==> src/rtl/dmem_load_store_initiator.sv <==
// ---------------------------------------------------------------------------
// dmem_load_store_initiator
//
// Purpose:
//   Initiator for a word-addressed data memory port. Takes byte/half/word
//   load and store requests from the execute stage over a valid/ready
//   handshake and drives the memory port. Load data is lane-selected and
//   sign- or zero-extended. The memory can only write whole words, so
//   sub-word stores are performed as read-modify-write (RD then WR).
//
// Parameters:
//   MEM_DEPTH   number of words in the target memory; word index >= MEM_DEPTH
//               is reported as an error
//
// Ports:
//   clk          in   1   clock
//   reset        in   1   synchronous, active-high reset
//   req_valid    in   1   request present
//   req_ready    out  1   request can be accepted (IDLE only)
//   req_write    in   1   1 = store, 0 = load
//   req_funct3   in   3   000 B, 001 H, 010 W, 100 BU, 101 HU
//   req_addr     in   32  byte address
//   req_wdata    in   32  store data (low byte/half used for SB/SH)
//   resp_valid   out  1   one-cycle completion pulse
//   resp_rdata   out  32  extended load data; 0 for stores and errors
//   resp_err     out  1   misaligned / illegal funct3 / out of range
//   mem_addr     out  32  word-aligned byte address to memory
//   mem_din      out  32  write data to memory
//   mem_read     out  1   memory read enable
//   mem_write    out  1   memory write enable (committed at posedge)
//   mem_dout     in   32  asynchronous read data from memory
// ---------------------------------------------------------------------------
module dmem_load_store_initiator #(
  parameter int MEM_DEPTH = 16384
) (
  input  logic        clk,
  input  logic        reset,
  input  logic        req_valid,
  output logic        req_ready,
  input  logic        req_write,
  input  logic [2:0]  req_funct3,
  input  logic [31:0] req_addr,
  input  logic [31:0] req_wdata,
  output logic        resp_valid,
  output logic [31:0] resp_rdata,
  output logic        resp_err,
  output logic [31:0] mem_addr,
  output logic [31:0] mem_din,
  output logic        mem_read,
  output logic        mem_write,
  input  logic [31:0] mem_dout
);

  localparam logic [31:0] DEPTH_W = 32'(MEM_DEPTH);

  typedef enum logic [1:0] {
    S_IDLE = 2'd0,
    S_RD   = 2'd1,
    S_WR   = 2'd2,
    S_RESP = 2'd3
  } state_t;

  state_t      r_state;
  logic        r_write;
  logic [2:0]  r_funct3;
  logic [31:0] r_addr;
  logic [31:0] r_wdata;
  logic [31:0] r_word;
  logic        r_resp_valid;
  logic [31:0] r_resp_rdata;
  logic        r_resp_err;

  // -------------------------------------------------------------------------
  // Request checking (applied to the live request at the accept edge)
  // -------------------------------------------------------------------------
  logic w_legal;
  logic w_misalign;
  logic w_out_of_range;
  logic w_req_err;

  always_comb begin
    w_legal = 1'b0;
    case (req_funct3)
      3'b000, 3'b001, 3'b010: w_legal = 1'b1;
      3'b100, 3'b101:         w_legal = !req_write;  // unsigned forms are loads only
      default:                w_legal = 1'b0;
    endcase
  end

  // funct3[1:0] encodes the access size for every legal code.
  assign w_misalign = ((req_funct3[1:0] == 2'b01) && req_addr[0]) ||
                      ((req_funct3[1:0] == 2'b10) && (req_addr[1:0] != 2'b00));

  assign w_out_of_range = ({2'b00, req_addr[31:2]} >= DEPTH_W);

  assign w_req_err = !w_legal || w_misalign || w_out_of_range;

  // -------------------------------------------------------------------------
  // Load data lane select and extension
  // -------------------------------------------------------------------------
  function automatic logic [31:0] f_extend(input logic [2:0]  funct3,
                                           input logic [1:0]  offset,
                                           input logic [31:0] word);
    logic [7:0]  v_byte;
    logic [15:0] v_half;
    logic [31:0] v_out;
    case (offset)
      2'd0:    v_byte = word[7:0];
      2'd1:    v_byte = word[15:8];
      2'd2:    v_byte = word[23:16];
      default: v_byte = word[31:24];
    endcase
    v_half = offset[1] ? word[31:16] : word[15:0];
    case (funct3)
      3'b000:  v_out = {{24{v_byte[7]}}, v_byte};
      3'b001:  v_out = {{16{v_half[15]}}, v_half};
      3'b100:  v_out = {24'd0, v_byte};
      3'b101:  v_out = {16'd0, v_half};
      default: v_out = word;
    endcase
    return v_out;
  endfunction

  // -------------------------------------------------------------------------
  // Store merge: replicate the store data across lanes, then take the
  // selected lanes from it and the rest from the word captured in RD.
  // For SW every lane is selected, so r_word is don't-care there.
  // -------------------------------------------------------------------------
  logic [31:0] w_wsrc;
  logic [31:0] w_merged;

  always_comb begin
    w_wsrc = r_wdata;
    case (r_funct3[1:0])
      2'b00:   w_wsrc = {4{r_wdata[7:0]}};
      2'b01:   w_wsrc = {2{r_wdata[15:0]}};
      default: w_wsrc = r_wdata;
    endcase
  end

  genvar gi;
  generate
    for (gi = 0; gi < 4; gi++) begin : g_lane
      localparam logic [1:0] LANE = 2'(gi);
      logic w_lane_sel;
      assign w_lane_sel = (r_funct3[1:0] == 2'b10) ||
                          ((r_funct3[1:0] == 2'b01) && (r_addr[1] == LANE[1])) ||
                          ((r_funct3[1:0] == 2'b00) && (r_addr[1:0] == LANE));
      assign w_merged[8*gi +: 8] = w_lane_sel ? w_wsrc[8*gi +: 8] : r_word[8*gi +: 8];
    end
  endgenerate

  // -------------------------------------------------------------------------
  // Control FSM. Response outputs are registered and loaded on the
  // transition into RESP so they are valid for exactly the RESP cycle.
  // -------------------------------------------------------------------------
  always_ff @(posedge clk) begin
    if (reset) begin
      r_state      <= S_IDLE;
      r_write      <= 1'b0;
      r_funct3     <= 3'd0;
      r_addr       <= 32'd0;
      r_wdata      <= 32'd0;
      r_word       <= 32'd0;
      r_resp_valid <= 1'b0;
      r_resp_rdata <= 32'd0;
      r_resp_err   <= 1'b0;
    end else begin
      case (r_state)
        S_IDLE: begin
          if (req_valid) begin
            r_write  <= req_write;
            r_funct3 <= req_funct3;
            r_addr   <= req_addr;
            r_wdata  <= req_wdata;
            if (w_req_err) begin
              r_state      <= S_RESP;
              r_resp_valid <= 1'b1;
              r_resp_err   <= 1'b1;
              r_resp_rdata <= 32'd0;
            end else if (req_write && (req_funct3[1:0] == 2'b10)) begin
              r_state <= S_WR;  // full word: no read needed
            end else begin
              r_state <= S_RD;  // loads and sub-word stores read first
            end
          end
        end

        S_RD: begin
          r_word <= mem_dout;
          if (r_write) begin
            r_state <= S_WR;
          end else begin
            r_state      <= S_RESP;
            r_resp_valid <= 1'b1;
            r_resp_err   <= 1'b0;
            r_resp_rdata <= f_extend(r_funct3, r_addr[1:0], mem_dout);
          end
        end

        S_WR: begin
          r_state      <= S_RESP;
          r_resp_valid <= 1'b1;
          r_resp_err   <= 1'b0;
          r_resp_rdata <= 32'd0;
        end

        default: begin  // S_RESP
          r_state      <= S_IDLE;
          r_resp_valid <= 1'b0;
          r_resp_err   <= 1'b0;
          r_resp_rdata <= 32'd0;
        end
      endcase
    end
  end

  // -------------------------------------------------------------------------
  // Outputs. Memory strobes decode from state only, so they can never
  // overlap and are never raised in IDLE/RESP or on the error path.
  // -------------------------------------------------------------------------
  assign req_ready  = (r_state == S_IDLE);
  assign resp_valid = r_resp_valid;
  assign resp_rdata = r_resp_rdata;
  assign resp_err   = r_resp_err;

  assign mem_read   = (r_state == S_RD);
  assign mem_write  = (r_state == S_WR);
  assign mem_addr   = {r_addr[31:2], 2'b00};
  assign mem_din    = (r_state == S_WR) ? w_merged : 32'd0;

endmodule
==> config.mk <==
export PLATFORM = sky130hd
export DESIGN_NAME = dmem_load_store_initiator
export DESIGN_NICKNAME = d
export VERILOG_FILES = /design/src/rtl/dmem_load_store_initiator.sv
export SDC_FILE = /design/constraint.sdc
export NUM_CORES = 1
export LEC_CHECK = 0
export CAP_MARGIN = 25
export CELL_PAD_IN_SITES_DETAIL_PLACEMENT = 1
export CELL_PAD_IN_SITES_GLOBAL_PLACEMENT = 2
export CORE_MARGIN = 5
export CORE_UTILIZATION = 29
export CTS_BUF_LIST = sky130_fd_sc_hd__clkbuf_16
export DETAILED_ROUTE_END_ITERATION = 10
export GPL_ROUTABILITY_DRIVEN = 0
export PLACE_DENSITY_LB_ADDON = 0.1
export REMOVE_ABC_BUFFERS = 1
export SYNTH_ARGS = -nofsm -noshare
export SYNTH_HDL_FRONTEND = slang
export SYNTH_SLANG_ARGS = --single-unit
==> constraint.sdc <==
create_clock -name clk -period 3.9 [get_ports clk]
set_clock_uncertainty 0.2 [all_clocks]
set_input_delay 0.585 -clock clk [delete_from_list [all_inputs] [get_ports clk]]
set_output_delay 0.585 -clock clk [all_outputs]
set_load 0.05 [all_outputs]
==> impl_metrics.json <==
{
  "run_status": "finished, final reports clean",
  "path_clk_slew_ns": 0.06,
  "intPower_mw": 3.716,
  "yosys-top-cells-area": "dfxtp_1 39%, mux2i_1 12%, nand2_1 10%",
  "drc": 0,
  "drt_iter0_drc": 287,
  "syn_inst": 857,
  "worstPathArrival_ns": 2.69,
  "ys_seq_elements": 136,
  "cp_max_fo": 17,
  "wl_um": 25140,
  "grt_overflow_total": 0,
  "fill_cells": 2771,
  "powerDensity_nw_per_um2": 650.5,
  "rows": 56,
  "rsz0062_at_grt": "false",
  "grt_pass1_vias": 6597,
  "port_buffers": 201,
  "setup_violations": 0,
  "ir_worst_vdd_mv": 0.2997,
  "synth.top_cell.area_share": 0.3897,
  "coreArea_um2": 23610,
  "swShare": 0.4146,
  "fin_util": 0.4133,
  "postCtsResizedCells": 0,
  "antenna_left": 0,
  "drtPass1Iterations": 4,
  "pwr-share-comb": 0.446,
  "required_ns": 3.12,
  "start_util": 0.2959,
  "hp-class": "reg2reg",
  "hold_viol": 0,
  "worstSetupStartpointType": "flop",
  "grt_pass1_wl_um": 38540,
  "grt-busiest-layer": "met2",
  "final_nets": 1106,
  "fin_crit_ns": 3.473,
  "syn_avg_cell_area_um2": 8.153,
  "syn_area_um2": 6987,
  "clkSinkCount": 136,
  "synth_edf_count": 0,
  "die_area_um2": 27300,
  "vias": 6385,
  "synth-main-ff-cell": "dfxtp_1",
  "finalCritPeriodShare": 0.8906,
  "die_y_um": 165.2,
  "async_flop_share": 0,
  "fmaxAchievable_mhz": 287.9,
  "drv_slew": 0,
  "hpwl_um": 18460,
  "use_met1": 0.2428,
  "final_layout_size_suffix_gt1_frac": 0.1031,
  "antenna_cells": 0,
  "post-synth-top-count-cell": "nand2_1",
  "post_cts_buffers": 0,
  "die_w_um": 165.2,
  "end_kind": "output port",
  "yosysTopAreaCell": "dfxtp_1",
  "tightest_slew_ns": 0.7478,
  "synthToLayoutAreaGrowth_pct": 39.68,
  "io_pins": 204,
  "power.share.clock": 0.260,
  "seqPwrFrac": 0.295,
  "timing.hold.ws_ns": 0.2545,
  "wire_per_inst_um": 18.93,
  "grt_antenna_before_repair": 0,
  "htreeDepth": 4,
  "cts_tree": "yes",
  "clk_latency_ns": 0.42,
  "cts_buffers": 17,
  "use_met3": 0.05138,
  "yosysWarnings": 0,
  "drv_cap": 0,
  "via_per_inst": 4.808,
  "postCtsHoldBufs": 0,
  "use_met2": 0.2979,
  "relSlewSlack": 0.4969,
  "cts_buffer_depth": 2,
  "synthDistinctLibCells": 50,
  "synthTopCellsByCount": "188 x nand2_1, 136 x dfxtp_1, 82 x a21oi_1",
  "grt_max_degree": 92,
  "grtUsageTotal": 0.1840,
  "power.net_switching_mw": 2.632,
  "total_leakage_power_nw": 3.665,
  "critPathKind": "reg2out",
  "yosysSeqAreaShare": 0.3897,
  "clock-root-buffer": "clkbuf_16"
}
-- cell usage in the layout, fill, tap and decap left out, types with 3 or more instances in the layout --
cell,count
nand3_1,24
clkinv_2,3
buf_12,20
o2111ai_1,7
mux2i_1,81
mux2_4,6
clkbuf_16,17
nor4_1,5
clkinv_4,3
o211a_1,16
a21boi_0,8
and2_1,18
inv_1,6
clkinvlp_4,3
dfxtp_1,135
bufinv_16,3
a21oi_1,82
o31ai_1,24
nor2b_1,21
a31oi_1,7
buf_4,33
nand2_1,187
o21ai_0,40
or3_1,7
nor2_1,40
mux2_2,4
clkdlybuf4s50_1,168
ha_1,4
-- power groups by stage --
stage | clock [mW] | sequential, mW | combinational [mW]
after floorplan | 0 | 2.26 | 1.39
after global placement | 0 | 1.90 | 2.85
after detailed placement | 0 | 1.90 | 2.87
after CTS | 1.69 | 1.88 | 2.88
after global routing | 1.76 | 1.91 | 3.05
final | 1.65 | 1.87 | 2.83
-- per-stage QoR --
stage	power, mW	TNS [ns]	instances	instance area, µm²	setup slack, ns
after CTS	6.447	0	1328	9759	0.4706
final	6.348	0	1328	9759	0.4266
after global routing	6.719	0	1328	9759	0.2377
after detailed placement	4.772	0	1298	9176	0.6324
after global placement	4.746	0	1297	9169	0.6530
after floorplan	3.653	-9.772	758	6440	-0.4082
-- logic make-up (layout without fill, tap and decap cells) --
logic type | after synthesis | count (layout) | synth area share
and+or+nand+nor | 316 | 316 | 0.2006
buffers and inverters | 107 | 258 | 0.08256
muxes | 92 | 92 | 0.1386
AOI/OAI and AO/OA | 200 | 200 | 0.1791
other | 1 | 2 | 0.0005367
DFF | 136 | 136 | 0.3897
adders and majority gates | 5 | 5 | 0.008954
-- worst max-delay path, cell delays in order (launching register included) --
cell	delay (ns)
dfxtp_1	0.59
nor2b_1	0.09
buf_4	0.20
o21ai_1	0.53
nand3_1	0.14
a21boi_0	0.51
buf_12	0.21
-- layer usage --
metal  share of wire  vias to the layer above  wire [µm]
met3           0.060                       21       1520
met5               0                        -          0
li1                -                     3205          -
met2            0.46                      149      11540
met4           0.015                        0        379
met1            0.47                     3010      11690
-- final timing paths --
kind | start | endpoint | slack, ns | depth (start not counted)
worst min register to register | r_addr[11] | r_addr[11] | 0.25 | 2
worst max-delay path | r_funct3[0] | mem_din[7] | 0.43 | 6
worst max register to register | r_state[0] | resp_rdata[7] | 1.04 | 5
worst min-delay path | r_addr[11] | r_addr[11] | 0.25 | 2
-- area by class of cell --
| type | count | area (µm²) | share of cell area |
|---|---|---|---|
| clock buffers | 17 | 425.4 | 0.04359 |
| clock inverters | 13 | 157.7 | 0.01615 |
| inverters | 7 | 26.28 | 0.002692 |
| multi-input cells | 615 | 3697 | 0.3788 |
| flip-flops and latches | 136 | 2724 | 0.2791 |
| well taps | 319 | 399.1 | 0.04090 |
| repair buffers | 221 | 2330 | 0.2387 |
-- state kept, by name, summed over array words and instances, names as in the netlist --
name and flops:
r_word 32, resp_err 1, r_write 1, r_state 2, resp_rdata 32, r_wdata 32, r_funct3 3, resp_valid 1
r_addr 32
Power figures use the tool's default switching activity.
